## src/rtl/lcd_nibble_transfer_pkg.sv

```systemverilog
// Shared LCD definitions: write-engine state encoding, bus word layout and
// HD44780 execution delays expressed in 50 MHz clock cycles.
package lcd_nibble_transfer_pkg;

  typedef enum logic [2:0] {
    ST_IDLE    = 3'd0,
    ST_SETUP   = 3'd1,
    ST_PULSE   = 3'd2,
    ST_HOLD    = 3'd3,
    ST_DELAY   = 3'd4,
    ST_DONE    = 3'd5,
    ST_RELEASE = 3'd6
  } lcd_state_e;

  localparam int unsigned LCD_RS_BIT  = 4;
  localparam int unsigned LCD_WORD_W  = LCD_RS_BIT + 1;
  localparam int unsigned LCD_CLK_MHZ = 50;

  function automatic int unsigned lcd_us_to_cycles(input int unsigned us);
    return us * LCD_CLK_MHZ;
  endfunction

  // Post-strobe waits the init/text sequencer feeds into commandDelay.
  localparam int unsigned LCD_DLY_1US   = lcd_us_to_cycles(1);
  localparam int unsigned LCD_DLY_10US  = lcd_us_to_cycles(10);
  localparam int unsigned LCD_DLY_53US  = lcd_us_to_cycles(53);
  localparam int unsigned LCD_DLY_100US = lcd_us_to_cycles(100);
  localparam int unsigned LCD_DLY_3MS   = lcd_us_to_cycles(3000);
  localparam int unsigned LCD_DLY_4P1MS = lcd_us_to_cycles(4100);

endpackage

```

## src/rtl/lcd_nibble_transfer.sv

```systemverilog
// HD44780 4-bit write engine: drives one {RS, nibble} word, strobes LCD_E,
// waits the requested execution delay and pulses commandDone once.
module lcd_nibble_transfer
  import lcd_nibble_transfer_pkg::*;
#(
  parameter int unsigned SETUP_CYCLES = 2,
  parameter int unsigned PULSE_CYCLES = 12,
  parameter int unsigned HOLD_CYCLES  = 1,
  parameter int unsigned DELAY_W      = 21
) (
  input  logic                  CLK,
  input  logic                  RST_N,
  input  logic                  sendCommand,
  input  logic [LCD_WORD_W-1:0] command,
  input  logic [DELAY_W-1:0]    commandDelay,
  output logic                  commandDone,
  output logic [LCD_WORD_W-1:0] LCD_D,
  output logic                  LCD_E
);

  localparam int unsigned PHASE_MAX =
    (SETUP_CYCLES > PULSE_CYCLES) ?
      ((SETUP_CYCLES > HOLD_CYCLES) ? SETUP_CYCLES : HOLD_CYCLES) :
      ((PULSE_CYCLES > HOLD_CYCLES) ? PULSE_CYCLES : HOLD_CYCLES);
  localparam int unsigned PHASE_W = $clog2(PHASE_MAX + 1);

  localparam logic [PHASE_W-1:0] SETUP_LOAD = PHASE_W'(SETUP_CYCLES - 1);
  localparam logic [PHASE_W-1:0] PULSE_LOAD = PHASE_W'(PULSE_CYCLES - 1);
  localparam logic [PHASE_W-1:0] HOLD_LOAD  = PHASE_W'(HOLD_CYCLES - 1);

  lcd_state_e            state_q, state_d;
  logic [PHASE_W-1:0]    phase_q, phase_d;
  logic [DELAY_W-1:0]    delay_q, delay_d;
  logic [LCD_WORD_W-1:0] lcd_d_q, lcd_d_d;
  logic                  lcd_e_q, lcd_e_d;
  logic                  done_q,  done_d;

  always_comb begin
    // NOTE: every _d gets a default first so no path through the case infers a latch.
    state_d = state_q;
    phase_d = phase_q;
    delay_d = delay_q;
    lcd_d_d = lcd_d_q;
    lcd_e_d = 1'b0;
    done_d  = 1'b0;

    unique case (state_q)
      ST_IDLE: begin
        if (sendCommand) begin
          lcd_d_d = command;
          delay_d = commandDelay;
          phase_d = SETUP_LOAD;
          state_d = ST_SETUP;
        end
      end
      ST_SETUP: begin
        if (phase_q == '0) begin
          phase_d = PULSE_LOAD;
          lcd_e_d = 1'b1;
          state_d = ST_PULSE;
        end else begin
          phase_d = phase_q - PHASE_W'(1);
        end
      end
      ST_PULSE: begin
        if (phase_q == '0) begin
          phase_d = HOLD_LOAD;
          state_d = ST_HOLD;
        end else begin
          phase_d = phase_q - PHASE_W'(1);
          lcd_e_d = 1'b1;
        end
      end
      ST_HOLD: begin
        if (phase_q != '0) begin
          phase_d = phase_q - PHASE_W'(1);
        end else if (delay_q == '0) begin
          done_d  = 1'b1;
          state_d = ST_DONE;
        end else begin
          state_d = ST_DELAY;
        end
      end
      ST_DELAY: begin
        // Entered with a non-zero count; the last counted cycle raises done.
        delay_d = delay_q - DELAY_W'(1);
        if (delay_q == DELAY_W'(1)) begin
          done_d  = 1'b1;
          state_d = ST_DONE;
        end
      end
      ST_DONE: begin
        state_d = ST_RELEASE;
      end
      ST_RELEASE: begin
        if (!sendCommand) begin
          state_d = ST_IDLE;
        end
      end
      default: begin
        state_d = ST_IDLE;
      end
    endcase
  end

  always_ff @(posedge CLK or negedge RST_N) begin
    if (!RST_N) begin
      state_q <= ST_IDLE;
      phase_q <= '0;
      delay_q <= '0;
      lcd_d_q <= '0;
      lcd_e_q <= 1'b0;
      done_q  <= 1'b0;
    end else begin
      // NOTE: sequential state uses non-blocking assignments so every register
      // samples the pre-edge values regardless of statement order.
      state_q <= state_d;
      phase_q <= phase_d;
      delay_q <= delay_d;
      lcd_d_q <= lcd_d_d;
      lcd_e_q <= lcd_e_d;
      done_q  <= done_d;
    end
  end

  assign LCD_D       = lcd_d_q;
  assign LCD_E       = lcd_e_q;
  assign commandDone = done_q;

endmodule

```

## config.mk

```make
export PLATFORM = sky130hd
export DESIGN_NAME = lcd_nibble_transfer
export DESIGN_NICKNAME = d
export VERILOG_FILES = /design/src/rtl/lcd_nibble_transfer_pkg.sv /design/src/rtl/lcd_nibble_transfer.sv
export SDC_FILE = /design/constraint.sdc
export NUM_CORES = 1
export LEC_CHECK = 0
export CORE_MARGIN = 4
export CORE_UTILIZATION = 50
export CTS_BUF_LIST = sky130_fd_sc_hd__clkbuf_2 sky130_fd_sc_hd__clkbuf_4 sky130_fd_sc_hd__clkbuf_8
export CTS_CLUSTER_DIAMETER = 120
export DETAILED_ROUTE_END_ITERATION = 8
export HOLD_SLACK_MARGIN = 0.1
export MAX_ROUTING_LAYER = met4
export PLACE_DENSITY_LB_ADDON = 0.08
export SETUP_SLACK_MARGIN = 0.3
export SLEW_MARGIN = 0
export SYNTH_ARGS = -nofsm -noshare
export SYNTH_HDL_FRONTEND = slang
export SYNTH_SLANG_ARGS = --single-unit
```

## constraint.sdc

```tcl
create_clock -name CLK -period 3 [get_ports CLK]
set_clock_uncertainty 0.2 [all_clocks]
set_input_delay 0.6 -clock CLK [delete_from_list [all_inputs] [get_ports CLK]]
set_output_delay 0.6 -clock CLK [all_outputs]
set_load 0.05 [all_outputs]
```

==> metrics, run 1 <==
flops & latches, synth 35; CTS Buf Count 5; CP Capture Type register; Resized cells post-CTS 0; peak supply drop between 0.5 and 0.6 mV; Setup Buffers After CTS 0; row cnt 22; Worst Tran Pin Value between 0.8 and 0.9 ns; status completed; Yosys top cell area share between 40 and 50%; fraction of layout cells with a size suffix above 1 around 8.2%; cts hold-fix bufs 0; Initial DRC Count 176; fin crit period roughly 2.5 ns; Layout Nets between 300 and 400; cell count after synthesis around 230; Max Cap Viol 0; max-slew violations 0; CP required 2.97 ns; Crit. Startpoint delay_q[0]$_DFFE_PN0P_; Buffers on Ports 35; Final Wtd Congestion between 0.8 and 0.9; Mapped Avg Cell Area ~8.9 um2; startpoint class of the critical path register; GRT Residual Overflow 0; normalized max-slew margin 43.21%; Synth top cells by count dfrtp_1, nand2_1, nor2_1, a21oi_1, inv_1; utilization after layout around two thirds; wire length per cell about 16 um; sequential fraction of the synthesis area between 40% and 50%; CTS tree done; cell with the most instances after synthesis dfrtp_1; DRC viols 0; CP arrival roughly 2.5 ns; first-pass GRT wire length ~8.5 mm; Ports 36; Hold WC Path Type register to register; Hold Violations, Final 0; CTS clk-pin slew, worst paths ~0.070 ns; yosys warns 0; Post-synth EDFFs 0; Leak Pwr approximately 1.0 nW; Register Area a little under 900 um2; starting density of the core approximately 53%; fin cells approximately 320; Area Growth Syn to Fin 25.57%; launching point of the worst reg2reg path delay_q[0]$_DFFE_PN0P_; asr flop ratio synth 100.0%; Post-Route WL just under 5 mm; cell taking the most area after synthesis dfrtp_1; synth unique cells 52; n_diodes 0; vias after detailed routing about 1900; RSZ-0062 raised after global routing false; Skew-Pair Late Insertion Delay about 0.30 ns; Most used DFF post-synth dfrtp_1; CTS Buffer Depth 2; # H-tree levels 2; initial antenna violation count 0; cell area after synthesis just over 0.002 mm2; Post-DP HPWL 3.571 mm; slowest stage cell, crit path or3b_2; Max Freq ~0.4 GHz; Tot GR Track Use roughly 21%; Num Clock Sinks 35; Die H slightly above 70 um; Cells after DPL between 300 and 400; Setup violations, final 0; slowest stage delay, CP between 0.5 and 0.6 ns; root buffer cell clkbuf_8; crit path kind register to register; Die Wd ~70 um; top post-synthesis cells by area dfrtp_1, nand2_1, nor2_1; core area 0.003799 mm2; PwrDens roughly 1000 mW/mm2; Critical Path, Cell by Cell inv_1, ha_1, or3b_2, or2_1, or4_4, nand3_2, o211ai_2; setup tns final 0 ns; antenna violation net count after detailed routing 0; hold path start LCD_D[4]$_DFFE_PN0P_; number of global-route vias before repair approximately 1700; footprint of the multi-input gates 0.001074 mm2; die footprint ~0.005 mm2; TritonRoute pass-1 iters 4; vias per cell 5.937; # fillers 362; Synth Net Count ~260; Crit Path Max Fanout 5; hold slack around 0.27 ns; largest net degree at the start of global routing 36; fin crit share between 80 and 90%
==> sequential cells by signal (all words and copies together), names as in the netlist <==
register     count
delay_q         21
LCD_D            5
phase_q          4
state_q          3
LCD_E            1
commandDone      1
==> final cells by class <==
class | count | area share, %
inverters | 10 | 1.472
well taps | 48 | 2.355
clock inverters | 1 | 0.1963
repair buffers | 42 | 16.29
multi-input cells | 173 | 42.10
flip-flops and latches | 35 | 34.35
clock buffers | 6 | 3.238
==> worst max-delay path, delay by kind of cell, from the launching register on <==
family | cells | cell delay [ns]
and+or+nand+nor | 4 | 1.39
DFF | 1 | 0.41
adders and majority gates | 1 | 0.18
buffers and inverters | 1 | 0.11
AOI/OAI and AO/OA | 1 | 0.08
==> cells in the final DEF, fill, tap and decap left out, types with 5 or more instances in the layout <==
master and count:
a21oi_1 16, a311oi_1 5, a31oi_1 5, buf_4 6, clkbuf_8 6, clkdlybuf4s50_1 35
dfrtp_1 35, ha_1 5, inv_1 10, nand2_1 33, nand3_1 6, nor2_1 22
nor3_1 7, o211ai_1 5, o21ai_0 7, or3_1 5
==> where the power goes <==
group | total [W] | internal, W | switching, W
registers | 0.000910 | 0.000691 | 0.000219
logic | 0.00130 | 0.000532 | 0.000769
clock network | 0.000345 | 0.000180 | 0.000165
total | 0.00256 | 0.00140 | 0.00115
==> through the flow <==
step	setup slack, ns	instance area, um2	total power (W)
global placement	0.5858	2462	0.002172
detailed placement	0.5279	2462	0.002206
floorplan	0.6579	2031	0.001808
CTS	0.5168	2550	0.002564
global route	0.4169	2550	0.002768
finish	0.5130	2550	0.002555
==> final timing paths <==
path	to	slack, ns	cells after the start
worst max-delay path	delay_q[16]$_DFFE_PN0P_	0.51	7
worst min-delay path	LCD_D[4]$_DFFE_PN0P_	0.27	2
worst max register to register	delay_q[16]$_DFFE_PN0P_	0.51	7
worst min register to register	LCD_D[4]$_DFFE_PN0P_	0.27	2
max in group asynchronous	delay_q[5]$_DFFE_PN0P_	1.75	2
min in group asynchronous	commandDone$_DFF_PN0_	0.53	2
==> logic make-up (layout without fill, tap and decap cells) <==
family                     after synthesis  count (layout)  synth area share, %
AOI/OAI and AO/OA                       67              67                23.11
xor gates and xnor gates                 1               1               0.4314
and+or+nand+nor                         96              96                24.28
muxes                                    4               4                1.972
DFF                                     35              35                43.13
adders and majority gates                5               5                3.081
buffers and inverters                   21              59                4.005
==> routing by layer <==
metal  share of wire (%)  GRT usage (%)  routed length [um]  vias up
met3                 8.0          3.647                 396        6
li1                    -              -                   -      922
met5                   0              -                   0        -
met1                  47          32.69                2347      874
met4                 1.4          8.142                  68        0
met2                  43          27.76                2149       68
Note: power is estimated with default switching activity, not from simulation.
==> run 2: changes to the inputs <==
clock period = 2.41 ns   (was 3 ns; I/O delays follow)
==> run 2 against run 1 <==
Compared with the run above: via count rose by 10%; cell area up 16%; core utilization is 10 points higher; count of clock-buffer cells in the layout is 1 lower; sequential cell count unchanged; sequential power is 26% higher; combinational power grew 62%; maximum frequency up 12%; wire length is 15% higher; non-clock buffer count is 28 higher; total power is 52% higher; critical path type unchanged; largest cell class unchanged; largest power group unchanged.
==> metrics, run 2 (synthesis gave the netlist of run 1 again) <==
launching point of the worst reg2reg path delay_q[1]$_DFFE_PN0P_; switching part of the total power between 40% and 50%; row cnt 22; setup tns final 0 ns; internal power around 0.0022 W; cts hold-fix bufs 0; Clk pwr share 16.4%; Buffers on Ports 35; Initial DRC Count ~210; normalized max-slew margin between 60 and 70%; Tot GR Track Use 23.05%; flop2flop setup slack between 0.15 and 0.2 ns; Logic pwr share between 50% and 60%; starting density of the core a little over half; Die Wd a little over 70 um; largest net degree at the start of global routing 36; Hold WC Path Type register to register; r2r endpoint delay_q[16]$_DFFE_PN0P_; number of global-route vias before repair 1913; fraction of layout cells with a size suffix above 1 between 20% and 30%; DRC viols 0; Worst Hold Endpoint LCD_D[1]$_DFFE_PN0P_; Reg power frac 29.5%; crit path kind register to register; Post-Route WL around 5.7 mm; RSZ-0062 raised after global routing true; Setup violations, final 0; antenna violation net count after detailed routing 0; root buffer cell clkbuf_8; die footprint a little over 0.005 mm2; worst reg2reg path depth 7; Area Growth Syn to Fin 45.16%; wire length per cell 16.55 um; Worst Tran Pin Value between 0.5 and 0.6 ns; Layout Nets approximately 330; Post-DP HPWL 3.597 mm; hold path start LCD_D[1]$_DFFE_PN0P_; Num Clock Sinks 35; startpoint class of the critical path register; core area about 0.0038 mm2; n_diodes 0; PwrDens about 1300 mW/mm2; Worst Hold Depth 2; Hold Violations, Final 0; CP required between 2 and 2.5 ns; first-pass GRT wire length 9.149 mm; GRT Residual Overflow 0; CP arrival ~2.2 ns; fin crit period between 2 and 2.5 ns; CTS tree done; commonest non-fill, non-tap cell in the layout dfrtp_1; peak supply drop between 0.7 and 0.8 mV; Largest Register delay_q; vias per cell 5.994; max reg flops 21; CTS Buffer Depth 2; Ports 36; vias after detailed routing just over 2000; Die H 71.73 um; fin cells around 340; TritonRoute pass-1 iters 7; max-slew violations 0; CTS clk-pin slew, worst paths 0.08 ns; Max Freq ~0.45 GHz; Final Wtd Congestion between 0.8 and 0.9; commonest non-fill, non-tap cells in the layout dfrtp_1, nand2_1, clkdlybuf4s50_1; CP Capture Type register; P_sw between 0.0015 and 0.002 W; Max Cap Viol 0; CTS Buf Count 5; fin crit share between 90% and 100%; status completed; initial antenna violation count 0; Cells after DPL 320; Leak Pwr around 1.3 nW; # fillers approximately 260; Skew-Pair Late Insertion Delay 0.30 ns; # H-tree levels 2; Crit Path Max Fanout 2
## run 2: critical path, cell delays in order (launching register included)
cell and delay (ns):
dfrtp_1 0.41, inv_2 0.09, ha_4 0.13, or3b_4 0.38, or2_1 0.24, or4_4 0.50
nand3_2 0.08, o211ai_2 0.07
## run 2: timing repair
action,4_1_cts,5_1_grt
pin swaps,6,9
setup buffers,12,4
endpoints found under the hold margin,0,0
gates cloned,0,0
setup endpoints to repair,11,17
gates resized for setup,10,28
## run 2: area by class of cell
type,instances,area (um2),share of cell area [%]
Sequential cell,35,875.8,29.71
Inverter,10,40.04,1.358
Clock buffer,5,68.82,2.334
Tap cell,48,60.06,2.037
Multi-Input combinational cell,173,1185,40.20
Clock inverter,3,67.56,2.292
Timing Repair Buffer,70,650.6,22.07
## run 2: metrics by stage
step	setup slack (ns)	utilization, %	cell area, um2	hold slack, ns	power (W)
2_1_floorplan	0.1716	-	2033	-0.01359	0.002261
3_3_place_gp	0.1459	67.26	2555	0.2577	0.002800
3_5_place_dp	0.08838	67.26	2555	0.2659	0.002853
4_1_cts	0.1725	73.78	2803	0.2797	0.003650
5_1_grt	0.1337	77.60	2948	0.2855	0.004139
6_report	0.1823	77.60	2948	0.2755	0.003889
## run 2: layer usage
layer	global-route usage, %	share of wire [%]	up-vias
li1	-	-	986
met1	31.66	45	973
met2	33.37	46	93
met3	5.330	8.2	10
met4	7.933	1.4	0
met5	-	0	-
## run 2: power groups by stage
stage / Combinational, W / Sequential [W] / Clock (W)
floorplan: 0.00101 / 0.00125 / 0
global placement: 0.00167 / 0.00112 / 0
detailed placement: 0.00172 / 0.00113 / 0
finish: 0.00210 / 0.00115 / 0.000639
CTS: 0.00188 / 0.00112 / 0.000650
global route: 0.00228 / 0.00118 / 0.000681
## run 2: how the worst max path moves through the flow
| stage | from | to | slack (ns) |
|---|---|---|---|
| after global routing | delay_q[0]$_DFFE_PN0P_ | delay_q[16]$_DFFE_PN0P_ | 0.13 |
| after global placement | delay_q[0]$_DFFE_PN0P_ | delay_q[16]$_DFFE_PN0P_ | 0.15 |
| after CTS | delay_q[1]$_DFFE_PN0P_ | delay_q[16]$_DFFE_PN0P_ | 0.17 |
| final | delay_q[1]$_DFFE_PN0P_ | delay_q[16]$_DFFE_PN0P_ | 0.18 |
| after detailed placement | delay_q[0]$_DFFE_PN0P_ | delay_q[16]$_DFFE_PN0P_ | 0.09 |
| after floorplan | delay_q[0]$_DFFE_PN0P_ | delay_q[16]$_DFFE_PN0P_ | 0.17 |
